===== src/rtl/param_fifo.sv =====
// Parameterised synchronous FIFO with registered read data,
// registered occupancy flags and sticky overflow/underflow.
module param_fifo #(
  parameter int DATA_WIDTH = 48,
  parameter int DEPTH      = 4,
  parameter int AF_LEVEL   = DEPTH - 1,
  parameter int AE_LEVEL   = 1
) (
  input  logic                    clk,
  input  logic                    reset_n,
  input  logic                    clear,
  input  logic                    write_enable,
  input  logic                    read_enable,
  input  logic [DATA_WIDTH-1:0]   data_in,
  output logic [DATA_WIDTH-1:0]   data_out,
  output logic                    data_valid,
  output logic                    full,
  output logic                    empty,
  output logic                    almost_full,
  output logic                    almost_empty,
  output logic [$clog2(DEPTH):0]  count,
  output logic                    overflow,
  output logic                    underflow
);

  localparam int PW = $clog2(DEPTH);
  localparam int CW = PW + 1;

  localparam logic [CW-1:0] DEPTH_C = CW'(DEPTH);
  localparam logic [CW-1:0] AF_C    = CW'(AF_LEVEL);
  localparam logic [CW-1:0] AE_C    = CW'(AE_LEVEL);

  logic [DATA_WIDTH-1:0] mem_q [DEPTH];

  logic [PW-1:0]         wr_ptr_q, wr_ptr_d;
  logic [PW-1:0]         rd_ptr_q, rd_ptr_d;
  logic [CW-1:0]         count_q, count_d;
  logic                  full_q, full_d;
  logic                  empty_q, empty_d;
  logic                  af_q, af_d;
  logic                  ae_q, ae_d;
  logic                  ovf_q, ovf_d;
  logic                  unf_q, unf_d;
  logic [DATA_WIDTH-1:0] dout_q, dout_d;
  logic                  dv_q, dv_d;

  logic wr_acc;
  logic rd_acc;

  // Acceptance uses the flags registered at the start of the cycle.
  assign wr_acc = write_enable && !full_q;
  assign rd_acc = read_enable && !empty_q;

  always_comb begin
    wr_ptr_d = wr_ptr_q;
    rd_ptr_d = rd_ptr_q;
    count_d  = count_q;
    ovf_d    = ovf_q;
    unf_d    = unf_q;
    dout_d   = dout_q;
    dv_d     = 1'b0;

    if (clear) begin
      wr_ptr_d = '0;
      rd_ptr_d = '0;
      count_d  = '0;
      ovf_d    = 1'b0;
      unf_d    = 1'b0;
    end else begin
      if (wr_acc) begin
        wr_ptr_d = wr_ptr_q + PW'(1);
      end
      if (rd_acc) begin
        rd_ptr_d = rd_ptr_q + PW'(1);
        dout_d   = mem_q[rd_ptr_q];
        dv_d     = 1'b1;
      end
      unique case ({wr_acc, rd_acc})
        2'b10:   count_d = count_q + CW'(1);
        2'b01:   count_d = count_q - CW'(1);
        default: count_d = count_q;
      endcase
      if (write_enable && full_q) begin
        ovf_d = 1'b1;
      end
      if (read_enable && empty_q) begin
        unf_d = 1'b1;
      end
    end

    // Flags follow the next count so they never lag it.
    full_d  = (count_d == DEPTH_C);
    empty_d = (count_d == '0);
    af_d    = (count_d >= AF_C);
    ae_d    = (count_d <= AE_C);
  end

  always_ff @(posedge clk) begin
    if (!reset_n) begin
      wr_ptr_q <= '0;
      rd_ptr_q <= '0;
      count_q  <= '0;
      full_q   <= 1'b0;
      empty_q  <= 1'b1;
      af_q     <= 1'b0;
      ae_q     <= 1'b1;
      ovf_q    <= 1'b0;
      unf_q    <= 1'b0;
      dout_q   <= '0;
      dv_q     <= 1'b0;
    end else begin
      wr_ptr_q <= wr_ptr_d;
      rd_ptr_q <= rd_ptr_d;
      count_q  <= count_d;
      full_q   <= full_d;
      empty_q  <= empty_d;
      af_q     <= af_d;
      ae_q     <= ae_d;
      ovf_q    <= ovf_d;
      unf_q    <= unf_d;
      dout_q   <= dout_d;
      dv_q     <= dv_d;
    end
  end

  // Storage is never reset; unread entries are unobservable.
  always_ff @(posedge clk) begin
    if (reset_n && !clear && wr_acc) begin
      mem_q[wr_ptr_q] <= data_in;
    end
  end

  assign data_out     = dout_q;
  assign data_valid   = dv_q;
  assign full         = full_q;
  assign empty        = empty_q;
  assign almost_full  = af_q;
  assign almost_empty = ae_q;
  assign count        = count_q;
  assign overflow     = ovf_q;
  assign underflow    = unf_q;

endmodule


===== config.mk =====
export PLATFORM = sky130hd
export DESIGN_NAME = param_fifo
export DESIGN_NICKNAME = d
export VERILOG_FILES = /design/src/rtl/param_fifo.sv
export SDC_FILE = /design/constraint.sdc
export NUM_CORES = 1
export LEC_CHECK = 0
export CORE_MARGIN = 2
export CORE_UTILIZATION = 62
export CTS_BUF_LIST = sky130_fd_sc_hd__clkbuf_4 sky130_fd_sc_hd__clkbuf_8
export CTS_CLUSTER_DIAMETER = 80
export CTS_CLUSTER_SIZE = 30
export DETAILED_ROUTE_END_ITERATION = 12
export PLACE_DENSITY = 0.95
export SLEW_MARGIN = 0
export SYNTH_ARGS = -nofsm -noshare
export SYNTH_HDL_FRONTEND = slang
export SYNTH_SLANG_ARGS = --single-unit

===== constraint.sdc =====
create_clock -name clk -period 5.65 [get_ports clk]
set_input_delay 0.8475 -clock clk [delete_from_list [all_inputs] [get_ports clk]]
set_output_delay 0.8475 -clock clk [all_outputs]
set_load 0.03 [all_outputs]

==> flow_summary.json, run 1 <==
{
  "outcome": "finished clean",
  "num_rows": 44,
  "clk_latency_ns": 0.51,
  "cts_tree": "yes",
  "vias_per_cell": 6.18,
  "fin_area_um2": 10500,
  "synth_area_um2": 9030,
  "wirelength_mm": 16.6,
  "skew_ns": 0.0190,
  "synth_fp_nets": 485,
  "ys_async_sr_fraction_pct": 0,
  "area_growth_pct": 16.4,
  "grt_pass1_vias": 4713,
  "yosysTopAreaCell": "edfxtp_1",
  "cts_resized": 0,
  "htreeDepth": 1,
  "r2r-end": "full",
  "ir_worst_vdd_mv": 0.233,
  "grt.overflow.total": 0,
  "finalCriticalPeriod_ns": 2.91,
  "synth_edf_count": 192,
  "fillers": 796,
  "cts_hold_buf": 0,
  "cp-start-kind": "primary input",
  "max_slew_margin_pct": 14.7,
  "ys_top_cells_by_area": "edfxtp_1, dfxtp_1, mux4_2",
  "place_area_um2": 10300,
  "synthFlopType": "edfxtp_1",
  "critical_path_class": "primary input to flop",
  "dr_total_vias": 4448,
  "grt_use_total_pct": 21.6,
  "r2r_slack_ns": 3.22,
  "cts.sinks": 254,
  "maxSlewViolCount": 0,
  "yosysUniqueCellTypes": 32,
  "hpwl_mm": 10.0,
  "grt_pass1_wl_mm": 26.0,
  "yosysWarningCount": 0,
  "cts-buffers-inserted": 12,
  "holdCritPathClass": "flop to flop",
  "syn_avg_cell_area_um2": 21.2,
  "grt_max_degree": 51,
  "fin_nets": 590,
  "synth-seq-cells": 254,
  "fmax_ghz": 0.344,
  "timing.final.crit_share_pct": 51.5,
  "cp_data_required_time_ns": 6.10,
  "synth_commonest_cells": "edfxtp_1, dfxtp_1, a22o_1, mux4_2, nor2_1",
  "synth_most_common_cell": "edfxtp_1",
  "cp.arrival_ns": 3.36,
  "end_kind": "flop",
  "power.leakage_nw": 3.36,
  "pin_count": 111,
  "cts.path.max_buffers": 3,
  "finalSetupTns_ns": 0,
  "wl_per_cell_um": 23.1,
  "maxCapViolations": 0,
  "crit_path_end": "full",
  "worst_slew_pin_slew_ns": 1.28,
  "cts_root_buf": "clkbuf_8",
  "drive_above_1_share_pct": 14.7,
  "hold_violations": 0,
  "finalWeightedCongestion": 0.762,
  "die_w_um": 125,
  "portBuffers": 110,
  "yosysTopAreaCellShare_pct": 63.9,
  "yosysSeqAreaShare_pct": 77.6,
  "detail_route.iter0.violations": 437,
  "drtPass1Iterations": 4,
  "diodes": 0,
  "path_max_fanout": 7,
  "whs_ns": 0.498,
  "coreArea_um2": 14400,
  "setup-violations-final": 0,
  "p_per_area_nw_per_um2": 285,
  "die_h_um": 125,
  "drtAntennaViolNets": 0,
  "reg2reg_depth": 7,
  "clk_pin_slew_ns": 0.17,
  "netlist_instances": 426,
  "die_area_um2": 15500,
  "critPathLaunch": "write_enable",
  "r2r-start": "full",
  "post_cts_buffers": 0,
  "drc": 0,
  "antenna_found_initial": 0,
  "initial_core_util_pct": 62.8,
  "rsz0062_at_grt": "false"
}
## cells in the final DEF, fill, tap and decap left out
cell / instances
clkbuf_8: 13
o211ai_1: 2
xnor2_1: 3
inv_8: 1
a31oi_1: 1
a22o_1: 48
nor2_4: 1
and3_2: 4
dfxtp_1: 60
bufinv_16: 1
o21a_2: 1
fa_1: 1
nand2_1: 1
ha_1: 5
xor2_1: 2
nand3b_1: 1
dfxtp_4: 1
clkbuf_4: 3
nor4_1: 1
nor2_1: 8
clkinv_1: 1
a211oi_1: 1
nor3_1: 2
inv_1: 4
buf_4: 5
a21oi_1: 3
mux2i_1: 2
o211a_1: 1
edfxtp_1: 192
clkdlybuf4s50_1: 110
or4_1: 1
nand2b_1: 2
nor3b_1: 3
nor2b_1: 2
dfxtp_2: 1
mux4_2: 48
## metal layers
metal / wire length [um] / part of all wire, % / track usage (%)
met5: 0 / 0 / 0
met2: 8820 / 53 / 38.1
met4: 332 / 2.0 / 6.01
met1: 6470 / 39 / 28.6
met3: 995 / 6.0 / 3.05
## worst min-delay path by stage
stage / cells past startpoint / to / start / slack [ns]
after floorplan: 2 / wr_ptr_q[1] / wr_ptr_q[1] / 0.51
after global placement: 2 / overflow / overflow / 0.45
after detailed placement: 1 / data_out[15] / data_out[15] / 0.46
after CTS: 1 / data_out[24] / data_out[24] / 0.51
after global routing: 2 / overflow / overflow / 0.52
final: 1 / data_out[45] / data_out[45] / 0.50
## worst max-delay path, stage by stage
cell and delay (ns):
clkdlybuf4s50_1 0.47, nor2b_1 0.40, inv_1 0.11, ha_1 0.26, fa_1 0.39, xnor2_1 0.20
or4_1 0.49, a21oi_1 0.18
## where the power goes
| part | total [mW] | internal [mW] | switching, mW | leakage, nW |
|---|---|---|---|---|
| registers | 2.04 | 2.03 | 0.0149 | 2.24 |
| clock network | 0.796 | 0.286 | 0.510 | 0.129 |
| logic | 0.151 | 0.0748 | 0.0761 | 0.996 |
| total | 2.99 | 2.39 | 0.601 | 3.36 |
## through the flow
| step | utilization (%) | std cells | worst slack (ns) | power, mW |
|---|---|---|---|---|
| 5_1_grt | 73.1 | 720 | 2.56 | 3.07 |
| 4_1_cts | 73.1 | 720 | 2.76 | 3.00 |
| 2_1_floorplan | - | 426 | 2.83 | 2.15 |
| 6_report | 73.1 | 720 | 2.74 | 2.99 |
| 3_3_place_gp | 71.4 | 701 | 2.40 | 2.22 |
| 3_5_place_dp | 71.4 | 701 | 2.22 | 2.24 |
## cells by family (layout without fill, tap and decap cells)
logic type / count (synthesis) / after routing / share of synthesized area, %
flip-flops: 254 / 254 / 77.6
AO/OA/AOI/OAI: 57 / 57 / 5.34
multiplexers: 50 / 50 / 12.2
buffers and inverters: 28 / 138 / 1.87
AND/OR/NAND/NOR: 26 / 26 / 1.57
adder cells (fa/ha/maj): 6 / 6 / 0.915
XOR/XNOR: 5 / 5 / 0.485
## state kept, by name, indices dropped and copies added, names as in the netlist
register      cells
mem_q           192
count             3
almost_empty      1
full              1
data_valid        1
data_out         48
underflow         1
rd_ptr_q          2
empty             1
wr_ptr_q          2
almost_full       1
overflow          1
## final cells by class
class,count,area (um^2),share of cell area [%]
flip-flops and latches,254,7010,66.7
multi-input cells,144,1860,17.7
repair buffers,115,1140,10.8
well taps,184,230,2.19
clock buffers,16,201,1.92
clock inverters,3,45.0,0.429
inverters,4,15.0,0.143
Note: power is estimated with default switching activity, not from simulation.
==> run 2, diff against run 1 <==
- CORE_UTILIZATION: 62 -> 57
- PLACE_DENSITY: 0.95 -> 0.88
- clock period: 5.65 -> 2.7 ns (I/O delays scaled with it)
==> run 2 against run 1 <==
Sequential share of layout area shrank 1.0 points. Non-clock buffer count is 10 higher. Critical path type is now flop to flop. Count of clock-buffer cells in the layout is the same. Highest routed layer unchanged. Global-route usage fell by 2.2 points. Via count down 1.5%. Clock power grew 110%. Flip-flop and latch count unchanged. Register-to-register slack lost 2.8 ns. Critical path depth decreased by 1.
==> flow_summary.json, run 2 (synthesis gave the netlist of run 1 again) <==
{
  "maxCapViolations": 0,
  "grt_use_total_pct": 19.4,
  "largest_register_ffs": 192,
  "path_cells": "nand2b_1 -> inv_1 -> ha_1 -> fa_1 -> xnor2_1 -> or4_1 -> a21oi_1",
  "maxSlewViolCount": 0,
  "drtPass1Iterations": 4,
  "wirelength_mm": 16.1,
  "cp_slowest_cell": "or4_1",
  "setup_ws_ns": 0.424,
  "drive_above_1_share_pct": 16.5,
  "switching_share_pct": 19.8,
  "max_slew_margin_pct": 63.4,
  "seqPwrFrac_pct": 68.4,
  "timing.final.crit_share_pct": 84.3,
  "cp-start-kind": "flop",
  "path_max_fanout": 4,
  "cts_hold_buf": 0,
  "fillers": 998,
  "final_common_cell": "edfxtp_1",
  "fmax_ghz": 0.439,
  "detail_route.iter0.violations": 308,
  "coreArea_um2": 15700,
  "skew_ns": 0.0237,
  "htreeDepth": 1,
  "grt_max_degree": 50,
  "worst_slew_pin_slew_ns": 0.549,
  "p_per_area_nw_per_um2": 585,
  "ir_worst_vdd_mv": 0.543,
  "pin_count": 111,
  "die_w_um": 130,
  "cts_resized": 0,
  "clk_latency_ns": 0.50,
  "critical_path_class": "flop to flop",
  "critical_path.top_delay_family": "simple AND/OR/NAND/NOR gates",
  "place_area_um2": 10400,
  "finalCoreUtilization_pct": 68.2,
  "cts_root_buf": "clkbuf_8",
  "hpwl_mm": 10.0,
  "critical_path_buf_inv_count": 1,
  "vias_per_cell": 5.75,
  "die_h_um": 130,
  "antenna_found_initial": 0,
  "area_growth_pct": 18.2,
  "slowest_delay_ns": 0.47,
  "clk_pin_slew_ns": 0.17,
  "rsz0062_at_grt": "false",
  "end_kind": "flop",
  "comb_power_share_pct": 5.3,
  "power.leakage_nw": 3.43,
  "cts.sinks": 254,
  "fin_area_um2": 10700,
  "dr_total_vias": 4382,
  "drc": 0,
  "grt_pass1_vias": 4549,
  "final_cell_mix": "edfxtp_1, clkdlybuf4s50_1, dfxtp_1",
  "holdCritPathClass": "flop to flop",
  "portBuffers": 110,
  "met1_length_mm": 6.44,
  "drtAntennaViolNets": 0,
  "pre_cts_slack_ns": -0.0190,
  "outcome": "finished clean",
  "dp.cells": 743,
  "finalCriticalPeriod_ns": 2.28,
  "post_cts_buffers": 0,
  "setup-violations-final": 0,
  "cts.path.max_buffers": 3,
  "cts-buffers-inserted": 12,
  "power.share.clock_pct": 26.3,
  "regMostFlops": "mem_q",
  "fin_nets": 600,
  "grt.overflow.total": 0,
  "cts_tree": "yes",
  "p_switching_mw": 1.24,
  "cp.arrival_ns": 2.72,
  "wl_met2_mm": 8.53,
  "initial_core_util_pct": 57.7,
  "die_area_um2": 16900,
  "diodes": 0,
  "grt_pass1_wl_mm": 24.8,
  "wl_met3_um": 891,
  "top_layer": "met4",
  "finalWeightedCongestion": 0.772,
  "cp_data_required_time_ns": 3.15,
  "num_rows": 46,
  "wl_per_cell_um": 21.1,
  "hold_violations": 0,
  "final_cells": 762,
  "p_int_mw": 5.00
}
run 2: cell types whose count changed in the layout (fill, tap and decap cells not counted):
cell	previous run	this run
buf_12	0	4
buf_4	5	11
clkinv_1	1	0
clkinv_2	0	1
inv_6	0	1
inv_8	1	0
run 2: metal layers:
layer | global-route usage [%] | vias to the layer above
li1 | - | 1959
met1 | 26.1 | 2266
met2 | 34.6 | 138
met3 | 2.34 | 19
met4 | 4.17 | 0
met5 | 0 | -
run 2: final cells by class:
class | count | area [um^2] | share of cell area, %
clock buffers | 16 | 201 | 1.89
repair buffers | 125 | 1260 | 11.8
multi-input cells | 144 | 1860 | 17.5
flip-flops and latches | 254 | 7010 | 65.7
clock inverters | 3 | 43.8 | 0.410
well taps | 216 | 270 | 2.53
inverters | 4 | 15.0 | 0.141
run 2: tightest hold or removal path, stage by stage (launching register included):
cell     delay (ns)
dfxtp_1        0.37
a21oi_1        0.04
nor2_1         0.07
run 2: power groups by stage:
stage	Combinational (mW)	Sequential, mW	Clock, mW
floorplan	0.120	4.38	0
global placement	0.315	4.35	0
global route	0.352	4.27	1.81
CTS	0.333	4.27	1.69
detailed placement	0.332	4.36	0
finish	0.330	4.27	1.64
run 2: path summary, 6_finish.rpt:
check / from / end / slack, ns / cells after the start
worst min register to register: overflow / overflow / 0.50 / 2
worst min-delay path: overflow / overflow / 0.50 / 2
worst max-delay path: empty / full / 0.42 / 7
worst max register to register: empty / full / 0.42 / 7
run 2: metrics by stage:
stage	total power, mW	setup TNS [ns]	hold slack (ns)
floorplan	4.50	0	0.498
global placement	4.67	0	0.457
detailed placement	4.69	-0.0190	0.465
CTS	6.29	0	0.485
global route	6.43	0	0.487
finish	6.24	0	0.499
